**src/rtl/demux_sequencial.sv**
```systemverilog
// Registered 1-to-4 demux: routes D to channel {S1,S0} (MODO=0) or a round-robin pointer (MODO=1).
// Latency: 1 cycle from accept to Vk/Yk; a full channel drains and reloads on the same edge.
// Backpressure: IN_READY drops when the target channel is full and not being consumed.
module demux_sequencial #(
    parameter int WIDTH = 1
) (
    input  logic             CLK,
    input  logic             RST_N,
    input  logic [WIDTH-1:0] D,
    input  logic             S0,
    input  logic             S1,
    input  logic             MODO,
    input  logic             IN_VALID,
    output logic             IN_READY,
    output logic [WIDTH-1:0] Y0,
    output logic [WIDTH-1:0] Y1,
    output logic [WIDTH-1:0] Y2,
    output logic [WIDTH-1:0] Y3,
    output logic             V0,
    output logic             V1,
    output logic             V2,
    output logic             V3,
    input  logic             R0,
    input  logic             R1,
    input  logic             R2,
    input  logic             R3,
    output logic [1:0]       CANAL
);

    logic [WIDTH-1:0] y_q [4];
    logic [3:0]       v_q;
    logic [1:0]       canal_q;
    logic [3:0]       r_vec;
    logic [1:0]       tgt;
    logic             accept;
    logic [3:0]       load;

    assign r_vec    = {R3, R2, R1, R0};
    assign tgt      = MODO ? canal_q : {S1, S0};
    assign IN_READY = !v_q[tgt] | r_vec[tgt];
    assign accept   = IN_VALID & IN_READY;
    assign load     = accept ? (4'b0001 << tgt) : 4'b0000;

    // Load wins over drain so a consumed channel can take a new word every cycle.
    always_ff @(posedge CLK or negedge RST_N) begin
        if (!RST_N) begin
            for (int k = 0; k < 4; k++) begin
                y_q[k] <= '0;
            end
            v_q <= 4'b0000;
        end else begin
            for (int k = 0; k < 4; k++) begin
                if (load[k]) begin
                    y_q[k] <= D;
                    v_q[k] <= 1'b1;
                end else if (v_q[k] && r_vec[k]) begin
                    v_q[k] <= 1'b0;
                end
            end
        end
    end

    always_ff @(posedge CLK or negedge RST_N) begin
        if (!RST_N) begin
            canal_q <= 2'd0;
        end else if (accept && MODO) begin
            canal_q <= canal_q + 2'd1;
        end
    end

    assign Y0    = y_q[0];
    assign Y1    = y_q[1];
    assign Y2    = y_q[2];
    assign Y3    = y_q[3];
    assign V0    = v_q[0];
    assign V1    = v_q[1];
    assign V2    = v_q[2];
    assign V3    = v_q[3];
    assign CANAL = canal_q;

endmodule

```
**config.mk**
```make
export PLATFORM = sky130hd
export DESIGN_NAME = demux_sequencial
export DESIGN_NICKNAME = d
export VERILOG_FILES = /design/src/rtl/demux_sequencial.sv
export SDC_FILE = /design/constraint.sdc
export NUM_CORES = 1
export LEC_CHECK = 0
export BUFFER_PORTS_ARGS = -buffer_cell sky130_fd_sc_hd__clkbuf_2
export CORE_UTILIZATION = 30
export CTS_CLUSTER_DIAMETER = 100
export DETAILED_ROUTE_END_ITERATION = 16
export PLACE_DENSITY_LB_ADDON = 0.2
export SLEW_MARGIN = 10
export SYNTH_ARGS = -nofsm -noshare
export SYNTH_HDL_FRONTEND = slang
export SYNTH_SLANG_ARGS = --single-unit
export TNS_END_PERCENT = 1
```
**constraint.sdc**
```tcl
create_clock -name CLK -period 1.85 [get_ports CLK]
set_input_delay 0.0925 -clock CLK [delete_from_list [all_inputs] [get_ports CLK]]
set_output_delay 0.0925 -clock CLK [all_outputs]
set_load 0.02 [all_outputs]
```
======== Word level (Yosys, flattened, before mapping) ========
Cells that the tools add are included.
cells by class
  shifts and indexed selects .............. 1
  muxes and demuxes ....................... 14
  $lt $le $gt $ge ......................... 1
  add/sub/neg operators ................... 1
  bitwise logic cells ..................... 2
  reductions and logical operators ........ 10
operator list
  kind                                                number
  two-way mux 1 bit                                   10
  nonzero test 2 bit                                  4
  logical AND 1 bit                                   5
  binary-select mux 1 bit (select 2 bit)              2
  two-way mux 4 bit                                   1
  left shift 1 x 2 -> 4 bit, first input constant     1
  < comparator 2 x 3 -> 1 bit, second input constant  1
  adder 2 x 1 -> 2 bit, second input constant         1
  two-way mux 2 bit                                   1
  bitwise AND 1 bit                                   1
  zero test 1 bit                                     1
  OR 1 bit                                            1
storage, ports and cells
  logic and storage cells ................. 38
  output and inout port bits .............. 11
  register bits ........................... 10
  input bits .............................. 11

======== Depth between registers and ports, before layout ========
  depth after elaboration ................. 8
  depth in mapped cells ................... 4
  depth with buffers taken out ............ 3

======== Worst setup path after synthesis ========
Ideal clock, no wire load.
  kind .................................... flip-flop to output port
  start ................................... register canal_q[1] (netlist: CANAL[1])
  end ..................................... output port IN_READY
  cell stages (with the launch flop) ...... 4
  arrival ................................. 1.330 ns
  required time ........................... 1.757 ns
  buffers on the path ..................... 0
  slack ................................... 0.428 ns
  cells stage by stage .................... dfrtp_1 mux2_4 mux2i_1 mux2i_1
between the ends
  cells in the longest elaborated chain, start to end .. 5
  elaborated cells between the ends (all ways) .. 7
  classes of those cells .................. mux (5); bitwise (1); reduce/logical (1)
ends and longest elaborated chain
  what                                     line  source
  from (decl)                              32    logic [1:0] canal_q;
  from (signal assigned)                   67    canal_q <= canal_q + 2'd1;
  two-way mux 2 bit (*)                    39    assign tgt = MODO ? canal_q : {S1, S0};
  binary-select mux 1 bit (select 2 bit)   40    assign IN_READY = !v_q[tgt] | r_vec[tgt];
  two-way mux 1 bit (implied by the code)  40
  zero test 1 bit                          40
  OR 1 bit (*)                             40
  to (decl)                                14    output logic IN_READY,
Every way passes the cells marked *; elsewhere a longest branch is shown, timed or not. The select of a mux whose other input is x is not followed.

======== Worst setup path in the final report ========
Ends and elaborated chain as after synthesis.

==> results_dict.tcl <==
set metrics [dict create \
    cts-buffers-inserted 3 \
    grt_pass1_vias 364 \
    hold_viol_final 0 \
    arrival_ns 1.53 \
    synth_ff_type "dfrtp_1" \
    syn2layout_area_growth_pct 29.23 \
    clockRootBuffer "clkbuf_4" \
    ys_types 20 \
    gr-usage-met2 0.1686 \
    use_met3 0.07143 \
    clock_path_buffers 2 \
    clock_latency_ns 0.26 \
    cap_violations 0 \
    clkSlewWorstSetupHoldPaths_ns 0.07 \
    worstSetupStartpoint "CANAL[1]" \
    synth-edff-count 0 \
    max-slew-margin-rel 0.8242 \
    holdWs_ns 0.09032 \
    post-route-drc-count 0 \
    ys_top_cells_by_area "dfrtp_1 (44%), mux2_1 (5.9%), mux2i_1 (5.3%)" \
    yosys_warnings 0 \
    cts.repair.resized 0 \
    status "complete, no violations" \
    crit_type "flop to primary output" \
    synth_commonest_cells "dfrtp_1 (10), o21ai_0 (5), nand2b_1 (4), nand4_1 (4)" \
    postSynthCellCount 49 \
    h-tree-depth 1 \
    dpl_cell_area_um2 689.4 \
    finish.instance_area_um2 735.7 \
    slew_violations 0 \
    switchingPower_uw 426.4 \
    grt_max_degree 11 \
    crit_chain "mux2_4 -> mux2i_1 -> mux2i_1 -> clkbuf_2" \
    num_vias 471 \
    pwr-share-clk 0.183 \
    gp_congestion 0.8032 \
    drive_above_1_share 0.4247 \
    syn_avg_cell_area_um2 11.62 \
    n_antenna_cell 0 \
    r2r_start "CANAL[1]" \
    p_sw_frac 0.4077 \
    crit_slowest_cell "dfrtp_1" \
    tns_ns 0 \
    die_y_um 45.56 \
    cp.required_ns 1.76 \
    ir_worst_vdd_v 0.0006722 \
    leakagePower_nw 0.3371 \
    finClkSkew_ns 0.003817 \
    via_per_inst 4.806 \
    drt-total-wl_um 1221 \
    grt-busiest-layer "met1" \
    numPortBuffers 21 \
    pwr-share-seq 0.367 \
    ys_seq_area_frac 0.4396 \
    p_int_uw 619.5 \
    yosys.area.top_type "dfrtp_1" \
    rsz0062_at_grt "no" \
    rrSetupSlack_ns 0.50 \
    p_per_area_nw_per_um2 1422 \
    ios 22 \
    worst_pin_slew_ns 0.2586 \
    core-area_um2 1745 \
    dieArea_um2 2076 \
    combPwrFrac 0.449 \
    setup_viol 0 \
    async_flop_share 1.000 \
    hp-class "primary input to flop" \
    hpwl_um 933.7 \
    drt_pass1_iterations 4 \
    start_kind "flop" \
    syn_nets 60 \
    slowest_delay_ns 0.46 \
    rows 15 \
    yosys.area.top_type_share 0.4396 \
    chipWidth_um 45.56 \
    cts_setup_buffers 0 \
    cp_common_cell "mux2i_1" \
    syn_area_um2 569.3 \
    postLayoutCoreUtil 0.4215 \
    end_kind "primary output" \
    fin_crit_sh 0.8796 \
    antenna_found_initial 0 \
    initial_core_util 0.3262 \
    max_freq_mhz 614.6 \
    worstPathMaxFanout 7 \
    drt_iter0_markers 8 \
    fin_nets 85 \
    grt_usage 0.1281 \
    hp-start "D" \
    period_needed_ns 1.627 \
    grt_util_met1 0.1765 \
    grt_pass1_wl_um 1794 \
    cts_sinks 10 \
    gr-total-overflow 0 \
    holdBufCountCts 1 \
    wl_per_cell_um 12.46 \
    power.total_mw 1.046 \
    detail-route-antenna-nets 0 \
    ys_seq_elements 10 \
    cts_tree "yes" \
    yosysMostFrequentCell "dfrtp_1" \
]
-- per-layer routing --
metal | part of all wire | vias to the layer above
li1 | - | 231
met1 | 0.48 | 215
met5 | 0 | -
met4 | 0 | 0
met3 | 0.070 | 0
met2 | 0.45 | 25
-- flip-flops by register name, indices dropped and copies added, names as in the netlist --
register and count:
Y3 1, Y0 1, Y1 1, CANAL 2, Y2 1, v_q 4
-- layout by cell type, fill, tap and decap left out --
cell and n:
clkbuf_2 21, dfrtp_1 10, o21ai_0 5, nand2b_1 4, nand4_1 4, mux2i_1 3, mux2_1 3, nand2_1 3
clkbuf_4 3, mux2_4 2, mux2_2 2, nand3b_1 2, nor3b_1 2, mux2i_4 1, mux2i_2 1, nand4b_1 1
inv_1 1, o211ai_1 1, nand3_1 1, o32ai_1 1, clkbuf_8 1, dlygate4sd3_1 1
-- final cells by class --
type | instances | area [um^2]
tap | 25 | 31.28
sequential | 10 | 250.2
timing repair buffer | 22 | 115.1
multi-input combinational | 36 | 299.0
clock buffer | 4 | 36.28
fill | 175 | 1010
inverter | 1 | 3.754
-- metrics by stage --
step | setup WS, ns | cells
4_1_cts | 0.2030 | 98
5_1_grt | 0.1100 | 98
6_report | 0.2228 | 98
3_3_place_gp | 0.5029 | 93
2_1_floorplan | 0.4276 | 49
3_5_place_dp | 0.4984 | 93
-- power by group through the flow --
stage / Sequential (mW) / Combinational [mW] / Clock [mW]
global route: 0.398 / 0.504 / 0.213
CTS: 0.385 / 0.474 / 0.201
global placement: 0.384 / 0.467 / 0
finish: 0.384 / 0.470 / 0.192
detailed placement: 0.387 / 0.469 / 0
floorplan: 0.491 / 0.210 / 0
-- final timing paths --
kind / end / depth (start not counted)
max: IN_READY / 4
min: Y0 / 2
max reg2reg: Y2 / 3
min reg2reg: Y3 / 1
max in group asynchronous: CANAL[1] / 2
min in group asynchronous: Y2 / 2
-- cells by family after synthesis --
group / share of synthesized area
DFF: 0.4396
buffers and inverters: 0.03515
AOI/OAI and AO/OA: 0.07253
muxes: 0.2681
and+or+nand+nor: 0.1846
-- critical path, delay by kind of cell (launching register included) --
family	cells	cell delay, ns
buffers and inverters	1	0.19
DFF	1	0.46
muxes	3	0.63
Power figures use the tool's default switching activity.
